File: src/rtl/uart_pkg.sv
// Shared definitions for the UART parity datapath: mode codes, FSM states,
// legal frame-width range and the parity function itself.
package uart_pkg;

  localparam int DATA_W_MIN = 5;
  localparam int DATA_W_MAX = 9;

  localparam logic [2:0] PAR_NONE  = 3'd0;
  localparam logic [2:0] PAR_EVEN  = 3'd1;
  localparam logic [2:0] PAR_ODD   = 3'd2;
  localparam logic [2:0] PAR_MARK  = 3'd3;
  localparam logic [2:0] PAR_SPACE = 3'd4;

  typedef enum logic [1:0] {
    ST_IDLE = 2'd0,
    ST_ACC  = 2'd1,
    ST_DONE = 2'd2
  } state_t;

  // Reserved codes collapse to NONE so the rest of the design only ever
  // sees the five defined modes.
  function automatic logic [2:0] mode_sanitize(input logic [2:0] m);
    return (m > PAR_SPACE) ? PAR_NONE : m;
  endfunction

  // Map the XOR of the data bits onto the parity bit for a given mode.
  function automatic logic parity_of(input logic raw, input logic [2:0] m);
    logic p;
    case (m)
      PAR_EVEN: p = raw;
      PAR_ODD:  p = ~raw;
      PAR_MARK: p = 1'b1;
      default:  p = 1'b0;
    endcase
    return p;
  endfunction

endpackage

File: src/rtl/uart_sat_counter.sv
// Saturating up-counter with a clear that always beats an increment.
module uart_sat_counter #(
  parameter int W = 8
) (
  input  logic         clk,
  input  logic         rst,
  input  logic         clr,
  input  logic         inc,
  output logic [W-1:0] cnt
);

  // Count up on inc, stick at all-ones, return to zero on clear or reset.
  always_ff @(posedge clk) begin
    if (rst || clr) begin
      cnt <= '0;
    end else if (inc && (cnt != '1)) begin
      cnt <= cnt + W'(1);
    end
  end

endmodule

File: src/rtl/uart_parity_engine.sv
// Registered parity generator/checker shared by the TX and RX frame paths.
// Parity comes either from a one-shot parallel load or from serial
// accumulation of DATA_W bits; a received parity bit can be compared
// against the held result, with mismatches counted.
module uart_parity_engine
  import uart_pkg::*;
#(
  parameter int DATA_W    = 8,
  parameter int ERR_CNT_W = 8
) (
  input  logic                 clk,
  input  logic                 rst,
  input  logic [2:0]           mode,
  input  logic                 load,
  input  logic [DATA_W-1:0]    data,
  input  logic                 start,
  input  logic                 bit_valid,
  input  logic                 bit_in,
  input  logic                 chk_valid,
  input  logic                 chk_bit,
  input  logic                 clr_err,
  output logic                 parity,
  output logic                 parity_valid,
  output logic                 busy,
  output logic                 err,
  output logic [ERR_CNT_W-1:0] err_cnt
);

  localparam int CNT_W = $clog2(DATA_W + 1);

  if (DATA_W < DATA_W_MIN || DATA_W > DATA_W_MAX) begin : g_data_w_illegal
    $error("uart_parity_engine: DATA_W out of range");
  end

  state_t           state;
  state_t           state_next;
  logic [CNT_W-1:0] count;
  logic             acc;
  logic [2:0]       mode_q;
  logic             last_bit;
  logic             chk_mismatch;
  logic [2:0]       mode_in;

  assign mode_in      = mode_sanitize(mode);
  assign last_bit     = (state == ST_ACC) && bit_valid && (count == CNT_W'(DATA_W - 1));
  assign chk_mismatch = chk_valid && parity_valid && (mode_q != PAR_NONE) && (chk_bit != parity);

  // State register for the serial accumulation FSM.
  always_ff @(posedge clk) begin
    if (rst) begin
      state <= ST_IDLE;
    end else begin
      state <= state_next;
    end
  end

  // Next state: a parallel load finishes a frame from anywhere, start
  // (re)enters ACC, and the final serial bit closes the frame.
  always_comb begin
    state_next = state;
    if (load) begin
      state_next = ST_DONE;
    end else if (start) begin
      state_next = ST_ACC;
    end else if (last_bit) begin
      state_next = ST_DONE;
    end
  end

  // Busy simply reflects being mid-accumulation.
  always_comb begin
    busy = (state == ST_ACC);
  end

  // Datapath: mode latch, accumulator, bit count and the held parity result.
  always_ff @(posedge clk) begin
    if (rst) begin
      mode_q       <= PAR_NONE;
      acc          <= 1'b0;
      count        <= '0;
      parity       <= 1'b0;
      parity_valid <= 1'b0;
    end else if (load) begin
      mode_q       <= mode_in;
      acc          <= 1'b0;
      count        <= '0;
      parity       <= parity_of(^data, mode_in);
      parity_valid <= 1'b1;
    end else if (start) begin
      mode_q       <= mode_in;
      acc          <= 1'b0;
      count        <= '0;
      parity_valid <= 1'b0;
    end else if ((state == ST_ACC) && bit_valid) begin
      acc   <= acc ^ bit_in;
      count <= count + CNT_W'(1);
      if (last_bit) begin
        parity       <= parity_of(acc ^ bit_in, mode_q);
        parity_valid <= 1'b1;
      end
    end
  end

  // One-cycle error pulse whenever an honoured check disagrees.
  always_ff @(posedge clk) begin
    if (rst) begin
      err <= 1'b0;
    end else begin
      err <= chk_mismatch;
    end
  end

  uart_sat_counter #(
    .W (ERR_CNT_W)
  ) u_err_cnt (
    .clk (clk),
    .rst (rst),
    .clr (clr_err),
    .inc (chk_mismatch),
    .cnt (err_cnt)
  );

endmodule

File: config.mk
export PLATFORM = sky130hd
export DESIGN_NAME = uart_parity_engine
export DESIGN_NICKNAME = d
export VERILOG_FILES = /design/src/rtl/uart_pkg.sv /design/src/rtl/uart_sat_counter.sv /design/src/rtl/uart_parity_engine.sv
export SDC_FILE = /design/constraint.sdc
export NUM_CORES = 1
export LEC_CHECK = 0
export ABC_CLOCK_PERIOD_IN_PS = 1400
export CAP_MARGIN = 25
export CORE_MARGIN = 2
export CORE_UTILIZATION = 41
export DETAILED_ROUTE_END_ITERATION = 16
export PLACE_DENSITY = 0.73
export SYNTH_ARGS = -nofsm -noshare
export SYNTH_HDL_FRONTEND = slang
export SYNTH_SLANG_ARGS = --single-unit
File: constraint.sdc
create_clock -name clk -period 1.4 [get_ports clk]
set_input_delay 0.14 -clock clk [delete_from_list [all_inputs] [get_ports clk]]
set_output_delay 0.14 -clock clk [all_outputs]
set_load 0.05 [all_outputs]
After elaboration in Yosys (flattened, before gate mapping)
Index checks and enable logic that the tools add are counted.
Widths: inputs -> output; s select.
- bits in registers: 21
- memory bits (read-only): 0
- bits in latches: 0
- input port bits: 20
- memories kept: 0
- logic and storage cells: 61
- output and inout bits: 12
- RAM bits: 0
- magnitude comparators: 1
- bitwise gates (word level): 3
- multiply operators: 0
- muxes and demuxes: 16
- divide/modulo/power cells: 0
- shift-type cells: 0
- add/subtract/negate cells: 2
- reductions and logical operators: 19
- eq/ne operators: 11
- operator list (cell ; count):
    $eq 3x2->1 const B ; 4
    $mux 3 ; 3
    $reduce_bool 3->1 ; 3
    $add 8x1->8 const B ; 1
    $mux 1 ; 8
    $ne 8x8->1 const B ; 1
    $reduce_bool 2->1 ; 4
    $reduce_xor 8->1 ; 1
    $eq 3x1->1 const B ; 2
    $logic_and 1x1->1 ; 6
    $mux 2 ; 3
    $pmux 1 s3 ; 2
    $add 4x1->4 const B ; 1
    $eq 4x3->1 const B ; 1
    $gt 3x3->1 const B ; 1
    $reduce_and 3->1 ; 1
    $reduce_or 3->1 ; 1
    $eq 2x1->1 const B ; 1
    $ne 2x2->1 const B ; 1
    $not 1->1 ; 2
    $reduce_and 2->1 ; 1
    $reduce_or 2->1 ; 1
    $logic_or 1x1->1 ; 1
    $ne 1x1->1 ; 1
    $xor 1x1->1 ; 1

Longest topological paths before layout
Gate-level depths: netlist of run 1.
- word-level depth: 7
- gate-level depth with buffers: 6
- gate-level depth less buffers: 6

By module
From an unflattened synthesis of run 1, not the netlist that was laid out.
- cell total of the unflattened synthesis: 122
- area total of the unflattened synthesis: 1081.0 µm²
- modules (own cells, without submodules) (module ; times used ; area each (µm²) ; cells an instance ; sequential area each (µm²)):
    uart_parity_engine ; 1 ; 659.4 ; 74 ; 260.2
    uart_sat_counter ; 1 ; 421.7 ; 48 ; 160.2

Least setup slack after synthesis of run 1
Ideal clock, no wire load.
- path type: reg2reg
- from: register parity
- to: register u_err_cnt.cnt[4]
- data required time: 1.276 ns
- setup slack: -0.453 ns
- buffers on the path: 1
- clock period less this slack: 1.853 ns
- library setup time: 0.124 ns
- arrival time: 1.728 ns
- stages on the path, launching flop included: 7
- path through: dfxtp_1 o211ai_1 a211o_1 buf_2 nor4b_1 xnor2_1 nor2_1
- word-level cells in the longest chain between the ends: 3
- RTL lines (element ; RTL line ; RTL):
    start: declaration ; uart_parity_engine.sv:22 ; output logic parity,
    start signal: assignment ; uart_parity_engine.sv:87 ; parity <= parity_of(^data, mode_in);
    start signal: assignment ; uart_parity_engine.sv:98 ; parity <= parity_of(acc ^ bit_in, mode_q);
    $ne 1x1->1 ; uart_parity_engine.sv:46 ; assign chk_mismatch = chk_valid && parity_valid && (mode_q != PAR_NONE) && (chk_bit != parity);
    $logic_and 1x1->1 ; uart_parity_engine.sv:46 ;
    $logic_and 1x1->1 ; uart_sat_counter.sv:16 ; end else if (inc && (cnt != '1)) begin
    end signal: assignment ; uart_sat_counter.sv:17 ; cnt <= cnt + W'(1);
    end: declaration ; uart_sat_counter.sv:9 ; output logic [W-1:0] cnt
Every way passes these cells.
A chain may end at the register's enable or synchronous reset.

Worst setup path in the final report of run 1
- from: register state[1]
- to: register parity
- word-level cells in the longest chain between the ends: 5
- elaborated cells on any way between the ends: 6
- those cells by class: 1 x eq/ne; 5 x reduce/logical
- RTL lines (element ; RTL line ; RTL):
    start: declaration ; uart_parity_engine.sv:35 ; state_t state;
    start signal: assignment ; uart_parity_engine.sv:53 ; state <= state_next;
    $eq 2x1->1 (*) ; uart_parity_engine.sv:45, uart_parity_engine.sv:94 ;
    $logic_and 1x1->1 (*) ; uart_parity_engine.sv:45, uart_parity_engine.sv:94 ;
    $logic_and 1x1->1 ; uart_parity_engine.sv:45 ; assign last_bit = (state == ST_ACC) && bit_valid && (count == CNT_W'(DATA_W - 1));
    $reduce_bool 2->1 (no line) ; - ;
    $reduce_and 3->1 (no line) (*) ; - ;
Mark *: on every way between the ends. The rest lies on a longest branch, timed or not.

==> flow_summary.toml, run 1 <==
[placement]
dp.cells = 193
place_area_um2 = 1680
place_ws_ns = -0.420
io_buffers = 31
post-dp-hpwl_mm = 2.02
place.gp.congestion = 0.784

[layout]
fin_cells = 204
final_util_pct = 74.7
final_nets = 197
layout_common_cells = "buf_4 (30), nor2_1 (21), clkdlybuf4s50_1 (19)"
stdcell_area_um2 = 1820
final_common_cell = "buf_4"
area_growth_pct = 75.1
antenna_cells = 0
layout-drive-gt1-share_pct = 44.3

[drt]
wl_per_cell_um = 13.6
vias = 1046
first_pass_iters = 4
drc = 0
postRouteAntennaNets = 0
wl_mm = 2.77
dr.first_iter.drc_count = 10
detail_route.vias_per_cell = 5.13

[sta]
fin_crit_sh_pct = 111
fin_setup_tns_ns = -0.260
hold_violations = 0
skew_ns = 0.00435
finalWorstSetupSlack_ns = -0.153
fin_hold_ws_ns = 0.511
slew_viol_final = 0
period_minus_slack_ns = 1.55
finalSetupViolCount = 5
max-slew-margin-rel_pct = 80.6
max_freq_ghz = 0.644
tightest_slew_ns = 0.287
rsz0062_at_grt = "true"

[global_route]
antenna_found_initial = 0
grt-busiest-layer = "met2"
use_met2_pct = 37.6
track_usage_pct = 21.3
grtUsageMet3_pct = 2.46
grt_max_degree = 13
first_global_vias = 1017
grt_pass1_wl_mm = 4.42
grt_use_met1_pct = 24.1
grt_overflow = 0

[yosys]
syn_nets = 139
yosys.area.top_type = "dfxtp_1"
ys_async_sr_fraction_pct = 0
synth_flop_cell = "dfxtp_1"
yosys.area.top_type_share_pct = 40.5
netlist_area_um2 = 1040
synth_edf_count = 0
synthCells = 117
ys_ff_latch = 21
ys_top_cells_by_area = "dfxtp_1 (40%), xnor2_1 (13%), nor2_1 (8.3%), a21oi_1 (3.4%), xor2_1 (2.5%)"
yosysSeqAreaShare_pct = 40.5
avgSynthCellArea_um2 = 8.88
ys_types = 32
synth_warnings = 0

[setup_path]
arrival_ns = 1.81
critPathCaptureType = "register"
ff2ff_path_depth = 5
required_ns = 1.66
cp-start-kind = "register"
crit_chain = "and3b_2 > nand4b_4 > or4_1 > a21o_1 > a21oi_2"
cpPeakStageDelay_ns = 0.48
critPathSlowestCell = "or4_1"
crit_fanout = 5
crit_type = "register to register"

[run_status]
status = "finished with violations"
violations = "setup timing"

[floorplanning]
io_pins = 32
rows = 18
core_area_um2 = 2430
die-area_um2 = 2950
die_h_um = 54.3
initial_core_util_pct = 42.7
chipWidth_um = 54.3

[power_and_ir_drop]
total_leakage_power_nw = 0.675
ir_drop_uv = 439
p_total_mw = 1.14
p_per_area_nw_per_um2 = 629

[run]
drv_cap = 0

[clocking]
root_buffer = "clkbuf_4"
cts-htree-levels = 1
path_clk_slew_ns = 0.12
clock-sinks = 21
cts_buffers = 3
cts.path.max_buffers = 2
cts_tree = "built"
clock_latency_ns = 0.32

[hold_path]
hold_class = "primary input to register"
min_path_cells = 4
[worst max-delay path, delay by kind of cell (launching register included)]
kind | cells | cell delay, ns
and+or+nand+nor | 3 | 0.87
DFF | 1 | 0.34
AOI/OAI and AO/OA | 2 | 0.29
[final timing paths]
path	start	to	slack, ns
min reg2reg	u_err_cnt.cnt[6]$_SDFFE_PP0P_	u_err_cnt.cnt[6]$_SDFFE_PP0P_	0.53
min	bit_in	acc$_SDFFE_PP0P_	0.51
max reg2reg	state[1]$_SDFFE_PP0P_	parity$_SDFFE_PP0P_	-0.15
max	state[1]$_SDFFE_PP0P_	parity$_SDFFE_PP0P_	-0.15
[report_power, final]
| part | switching (mW) | total [mW] | internal [mW] | leakage (nW) |
|---|---|---|---|---|
| Clock | 0.200 | 0.308 | 0.107 | 0.0177 |
| Sequential | 0.00807 | 0.606 | 0.598 | 0.179 |
| Combinational | 0.0985 | 0.229 | 0.130 | 0.478 |
[final cells by class]
class                   instances  area [um2]
clock inverters                 1        5.00
inverters                       2        7.51
flip-flops and latches         21         458
well taps                      30        37.5
fillers                       175         614
multi-input cells              89         709
repair buffers                 58         578
clock buffers                   3        22.5
[sequential cells by signal, indices dropped and copies added, names as in the netlist]
name,cells
mode_q,3
err,1
count,4
u_err_cnt.cnt,8
acc,1
parity,1
parity_valid,1
state,2
[Yosys cell counts, drive strengths merged (3+ instances only)]
| master | count |
|---|---|
| a21oi | 8 |
| buf | 3 |
| dfxtp | 21 |
| nand2 | 5 |
| nand3 | 3 |
| nor2 | 23 |
| nor3 | 3 |
| nor3b | 3 |
| nor4 | 3 |
| xnor2 | 16 |
| xor2 | 3 |
[what timing repair did]
action | in CTS | in global routing
endpoints found under the setup margin | 6 | 9
resized for setup | 8 | 6
pin swaps | 3 | 5
hold buffers | 0 | 0
setup buffers | 3 | 4
hold endpoints to repair | 0 | 0
[cell families after synthesis]
| logic type | after synthesis | synth area share (%) |
|---|---|---|
| and+or+nand+nor | 52 | 27.2 |
| DFF | 21 | 40.5 |
| xor gates and xnor gates | 19 | 16.0 |
| AOI/OAI and AO/OA | 13 | 7.47 |
| buffers and inverters | 7 | 3.37 |
| muxes | 3 | 3.01 |
| adders and majority gates | 2 | 2.41 |
[layer usage]
metal / up-vias / share of wire (%)
li1: 513 / -
met1: 500 / 41
met2: 26 / 53
met3: 7 / 3.2
met4: 0 / 3.0
met5: - / 0
Power figures use the tool's default switching activity.
==> run 2: changes to the inputs <==
--- a/config.mk
+++ b/config.mk
@@ -11,6 +11,7 @@
 export CORE_UTILIZATION = 41
 export DETAILED_ROUTE_END_ITERATION = 16
 export PLACE_DENSITY = 0.73
+export REMOVE_ABC_BUFFERS = 1
 export SYNTH_ARGS = -nofsm -noshare
 export SYNTH_HDL_FRONTEND = slang
 export SYNTH_SLANG_ARGS = --single-unit
==> flow_summary.toml, run 2 (synthesis gave the netlist of run 1 again) <==
[run_status]
status = "finished with violations"
violations = "setup timing"

[layout]
top_register = "u_err_cnt.cnt"
final_common_cell = "buf_4"
fin_cells = 211
area_growth_pct = 82.3
multi_input_area_um2 = 711
largestRegisters = "u_err_cnt.cnt x8, count x4, mode_q x3"
largest_reg_flops = 8
regArea_um2 = 429
layout_common_cells = "buf_4 (33), nor2_1 (21), clkdlybuf4s50_1 (19)"
layout-drive-gt1-share_pct = 42.5
final_nets = 204
nFillCells = 159
antenna_cells = 0

[setup_path]
critPathSlowestCell = "or4_1"
crit_type = "register to register"
r2r-end = "parity$_SDFFE_PP0P_"
regToRegStartpoint = "state[1]$_SDFFE_PP0P_"
arrival_ns = 1.78
cp_num_buf_inv = 0
critPathCaptureType = "register"
ff2ff_path_depth = 5
cp-start-kind = "register"
cpPeakStageDelay_ns = 0.47
crit_chain = "and3b_2 > nand4b_4 > or4_1 > a21o_1 > a21oi_2"
required_ns = 1.66
reg2reg_slack_ns = -0.13
cp_top_family = "simple AND/OR/NAND/NOR gates"
crit_fanout = 4

[hold_path]
min_to = "mode_q[2]$_SDFFE_PP0P_"
min_path_cells = 2
hold_class = "primary input to register"
min_from = "rst"

[global_route]
use_met2_pct = 44.6
grt_pass1_wl_mm = 4.71
grt_overflow = 0
grt-busiest-layer = "met2"
first_global_vias = 1120
antenna_found_initial = 0
grt_use_met1_pct = 21.9
track_usage_pct = 22.1
grtUsageMet3_pct = 3.28
grt_max_degree = 13

[power_and_ir_drop]
p_per_area_nw_per_um2 = 617
total_leakage_power_nw = 0.715
ir_drop_uv = 605

[clocking]
cts_hold_buf = 0
cts_buffers = 3
cts_tree = "built"
cts.path.max_buffers = 2
clock-sinks = 21
root_buffer = "clkbuf_4"
path_clk_slew_ns = 0.12
clock_latency_ns = 0.31
cts-htree-levels = 1

[sta]
fin_crit_sh_pct = 109
hold_violations = 0
slew_viol_final = 0
finalSetupViolCount = 7
finalWorstSetupSlack_ns = -0.128
period_minus_slack_ns = 1.53
rsz0062_at_grt = "true"
max-slew-margin-rel_pct = 79.1
tightest_slew_ns = 0.313
skew_ns = 0.00514
max_freq_ghz = 0.655

[floorplanning]
io_pins = 32
die_h_um = 54.3
chipWidth_um = 54.3
die-area_um2 = 2950
rows = 18
initial_core_util_pct = 42.7
core_area_um2 = 2430

[drt]
first_pass_iters = 6
dr.first_iter.drc_count = 6
detail_route.vias_per_cell = 5.25
drc = 0
vias = 1107
postRouteAntennaNets = 0
wl_mm = 3.11
wl_per_cell_um = 14.8

[placement]
io_buffers = 31
place_ws_ns = -0.419
place.gp.congestion = 0.830
post-dp-hpwl_mm = 2.06
dp.cells = 198

[run]
drv_cap = 0
==> run 2: area by class of cell <==
cell class	instances	share of cell area [%]
Inverter	2	0.397
Sequential cell	21	22.7
Multi-Input combinational cell	89	37.5
Clock buffer	3	1.19
Timing Repair Buffer	65	36.0
Tap cell	30	1.98
Clock inverter	1	0.264
==> run 2: worst register-to-register path: cells and delay by family, from the launching register on <==
| kind | cells | cell delay, ns |
|---|---|---|
| compound gates | 2 | 0.28 |
| flops | 1 | 0.35 |
| simple gates | 3 | 0.85 |
==> run 2: layer usage <==
layer | up-vias | part of all wire, %
met5 | - | 0
met4 | 0 | 2.7
met3 | 9 | 3.6
met2 | 34 | 55
met1 | 535 | 39
li1 | 529 | -
==> run 2: timing repair <==
item / CTS / global route
pin swaps: 16 / 8
endpoints found under the setup margin: 9 / 9
gates cloned: 0 / 0
gates resized for setup: 21 / 13
buffers inserted: 3 / 6
==> run 2: through the flow <==
| step | util [%] | total power [mW] | TNS, ns | hold WS [ns] | instance area [um2] |
|---|---|---|---|---|---|
| 2_1_floorplan | - | 0.734 | -3.00 | 0.202 | 1010 |
| 3_3_place_gp | 67.5 | 0.859 | -2.67 | 0.513 | 1640 |
| 3_5_place_dp | 67.5 | 0.865 | -3.20 | 0.519 | 1640 |
| 4_1_cts | 73.9 | 1.15 | -0.369 | 0.512 | 1800 |
| 5_1_grt | 77.8 | 1.21 | -0.822 | 0.512 | 1890 |
| 6_report | 77.8 | 1.17 | -0.444 | 0.514 | 1890 |
==> run 2: worst max-delay path by stage <==
stage / cells after the start / slack (ns) / from / to
finish: 5 / -0.13 / state[1]$_SDFFE_PP0P_ / parity$_SDFFE_PP0P_
floorplan: 5 / -0.41 / parity$_SDFFE_PP0P_ / u_err_cnt.cnt[4]$_SDFFE_PP0P_
CTS: 5 / -0.12 / state[1]$_SDFFE_PP0P_ / parity$_SDFFE_PP0P_
global placement: 6 / -0.36 / bit_valid / parity$_SDFFE_PP0P_
global route: 5 / -0.18 / state[1]$_SDFFE_PP0P_ / parity$_SDFFE_PP0P_
detailed placement: 6 / -0.42 / chk_bit / u_err_cnt.cnt[7]$_SDFFE_PP0P_
==> run 2: report_power, final <==
group,total (mW),internal [mW],switching [mW]
clock network,0.301,0.107,0.194
registers,0.620,0.611,0.00915
logic,0.247,0.142,0.105
total,1.17,0.860,0.308
==> run 3: changes to the inputs <==
--- a/config.mk
+++ b/config.mk
@@ -8,9 +8,10 @@
 export ABC_CLOCK_PERIOD_IN_PS = 1400
 export CAP_MARGIN = 25
 export CORE_MARGIN = 2
-export CORE_UTILIZATION = 41
+export CORE_UTILIZATION = 50
 export DETAILED_ROUTE_END_ITERATION = 16
-export PLACE_DENSITY = 0.73
+export DONT_BUFFER_PORTS = 1
+export PLACE_DENSITY = 0.67
 export REMOVE_ABC_BUFFERS = 1
 export SYNTH_ARGS = -nofsm -noshare
 export SYNTH_HDL_FRONTEND = slang
==> flow_summary.toml, run 3 (synthesis gave the netlist of run 1 again) <==
[run_status]
status = "finished with violations"
violations = "setup timing"

[placement]
place_ws_ns = -0.137
post-dp-hpwl_mm = 1.56
io_buffers = 0
place.gp.congestion = 0.820
place_area_um2 = 1220

[layout]
final_nets = 172
area_growth_pct = 38.0
final_common_cell = "buf_4"
stdcell_area_um2 = 1430
antenna_cells = 0
layout-drive-gt1-share_pct = 34.9
largest_reg_flops = 8
layout_common_cells = "buf_4 (25), nor2_1 (21), xnor2_1 (16), dfxtp_1 (16), a21oi_1 (7)"
top_register = "u_err_cnt.cnt"
largestRegisters = "u_err_cnt.cnt x8, count x4, mode_q x3"

[setup_path]
cp_top_family = "simple AND/OR/NAND/NOR gates"
required_ns = 1.63
cp-start-kind = "register"
crit_chain = "and3b_2 > nand4b_4 > or4_1 > a21o_1 > a21oi_2"
critPathSlowestCell = "or4_1"
critPathCaptureType = "register"
crit_fanout = 2
reg2reg_slack_ns = -0.09
crit_type = "register to register"
cp_num_buf_inv = 0
cpPeakStageDelay_ns = 0.47
arrival_ns = 1.72

[power_and_ir_drop]
combPwrFrac_pct = 15.2
p_int_mw = 0.804
p_per_area_nw_per_um2 = 740
clkPwrFrac_pct = 26.4
switchingPower_mw = 0.256
total_leakage_power_nw = 0.543
sw_frac_of_total_pct = 24.1
ir_drop_uv = 533
p_seq_share_pct = 58.4

[sta]
finalWorstSetupSlack_ns = -0.0924
max-slew-margin-rel_pct = 67.3
rsz0062_at_grt = "true"
period_minus_slack_ns = 1.49
fin_setup_tns_ns = -0.283
skew_ns = 0.00544
hold_violations = 0
tightest_slew_ns = 0.490
slew_viol_final = 0
fin_crit_sh_pct = 107
max_freq_ghz = 0.670
finalSetupViolCount = 5

[drt]
dr.first_iter.drc_count = 7
wl_mm = 2.26
detail_route.vias_per_cell = 5.31
first_pass_iters = 4
wl_per_cell_um = 12.8
postRouteAntennaNets = 0
drc = 0
vias = 934

[clocking]
root_buffer = "clkbuf_4"
clock-sinks = 21
cts_tree = "built"
cts_buffers = 3
cts.path.max_buffers = 2
clock_latency_ns = 0.29
path_clk_slew_ns = 0.11
cts-htree-levels = 1

[global_route]
first_global_vias = 897
grt_overflow = 0
grt_max_degree = 12
track_usage_pct = 19.4
antenna_found_initial = 0
grt_pass1_wl_mm = 3.72

[floorplanning]
initial_core_util_pct = 52.9
chipWidth_um = 49.6
die_h_um = 49.6
die-area_um2 = 2460
rows = 16
io_pins = 32
core_area_um2 = 1960

[hold_path]
hold_class = "primary input to register"

[run]
drv_cap = 0
[run 3: changes by cell type in the layout (fill, tap and decap cells not counted), moves of 2 or more]
cell	delta
dfxtp_2	-2
buf_12	-10
clkdlybuf4s50_1	-19
dlygate4sd3_1	+5
dfxtp_1	+2
buf_4	-8
[run 3: tightest hold or removal path, delay by kind of cell]
kind,cells,cell delay (ns)
AO/OA/AOI/OAI,1,0.02
AND/OR/NAND/NOR,2,0.11
[run 3: area by class of cell]
| class | count | area [um2] |
|---|---|---|
| sequential | 21 | 427 |
| clock buffer | 4 | 26.3 |
| multi-input combinational | 90 | 669 |
| timing repair buffer | 32 | 269 |
| tap | 27 | 33.8 |
| fill | 159 | 529 |
| inverter | 2 | 7.51 |
[run 3: metrics by stage]
stage / power (mW) / utilization [%] / hold slack (ns) / cells
detailed placement: 0.764 / 62.4 / 0.206 / 163
global route: 1.11 / 73.0 / 0.0228 / 176
floorplan: 0.734 / - / 0.202 / 112
CTS: 1.06 / 69.2 / -0.125 / 172
global placement: 0.762 / 62.4 / 0.205 / 163
finish: 1.06 / 73.0 / 0.0102 / 176
[run 3: worst paths after layout]
check                        startpoint               endpoint  cells past startpoint
setup / recovery  state[1]$_SDFFE_PP0P_    parity$_SDFFE_PP0P_                      5
setup reg to reg  state[1]$_SDFFE_PP0P_    parity$_SDFFE_PP0P_                      5
hold reg to reg   count[3]$_SDFFE_PP0P_  count[3]$_SDFFE_PP0P_                      2
hold / removal                    start  state[1]$_SDFFE_PP0P_                      3
[run 3: per-layer routing]
layer	track usage, %	vias up	routed length (um)
li1	-	468	-
met1	22.9	440	944
met2	34.4	24	1150
met3	4.85	2	150
met4	5.56	0	15
met5	0	-	0
[run 3: what timing repair did]
item	in CTS	in global routing
endpoints found under the hold margin	8	5
setup endpoints to repair	9	9
setup buffers	1	2
cloned	1	0
gates resized for setup	14	8
hold buffers	3	2
pin swaps	4	5
[run 3: power by group through the flow]
| stage | sequential, mW | combinational [mW] | clock, mW |
|---|---|---|---|
| final | 0.619 | 0.161 | 0.279 |
| after global routing | 0.621 | 0.174 | 0.314 |
| after CTS | 0.618 | 0.147 | 0.292 |
| after detailed placement | 0.631 | 0.133 | 0 |
| after global placement | 0.630 | 0.132 | 0 |
| after floorplan | 0.648 | 0.0863 | 0 |
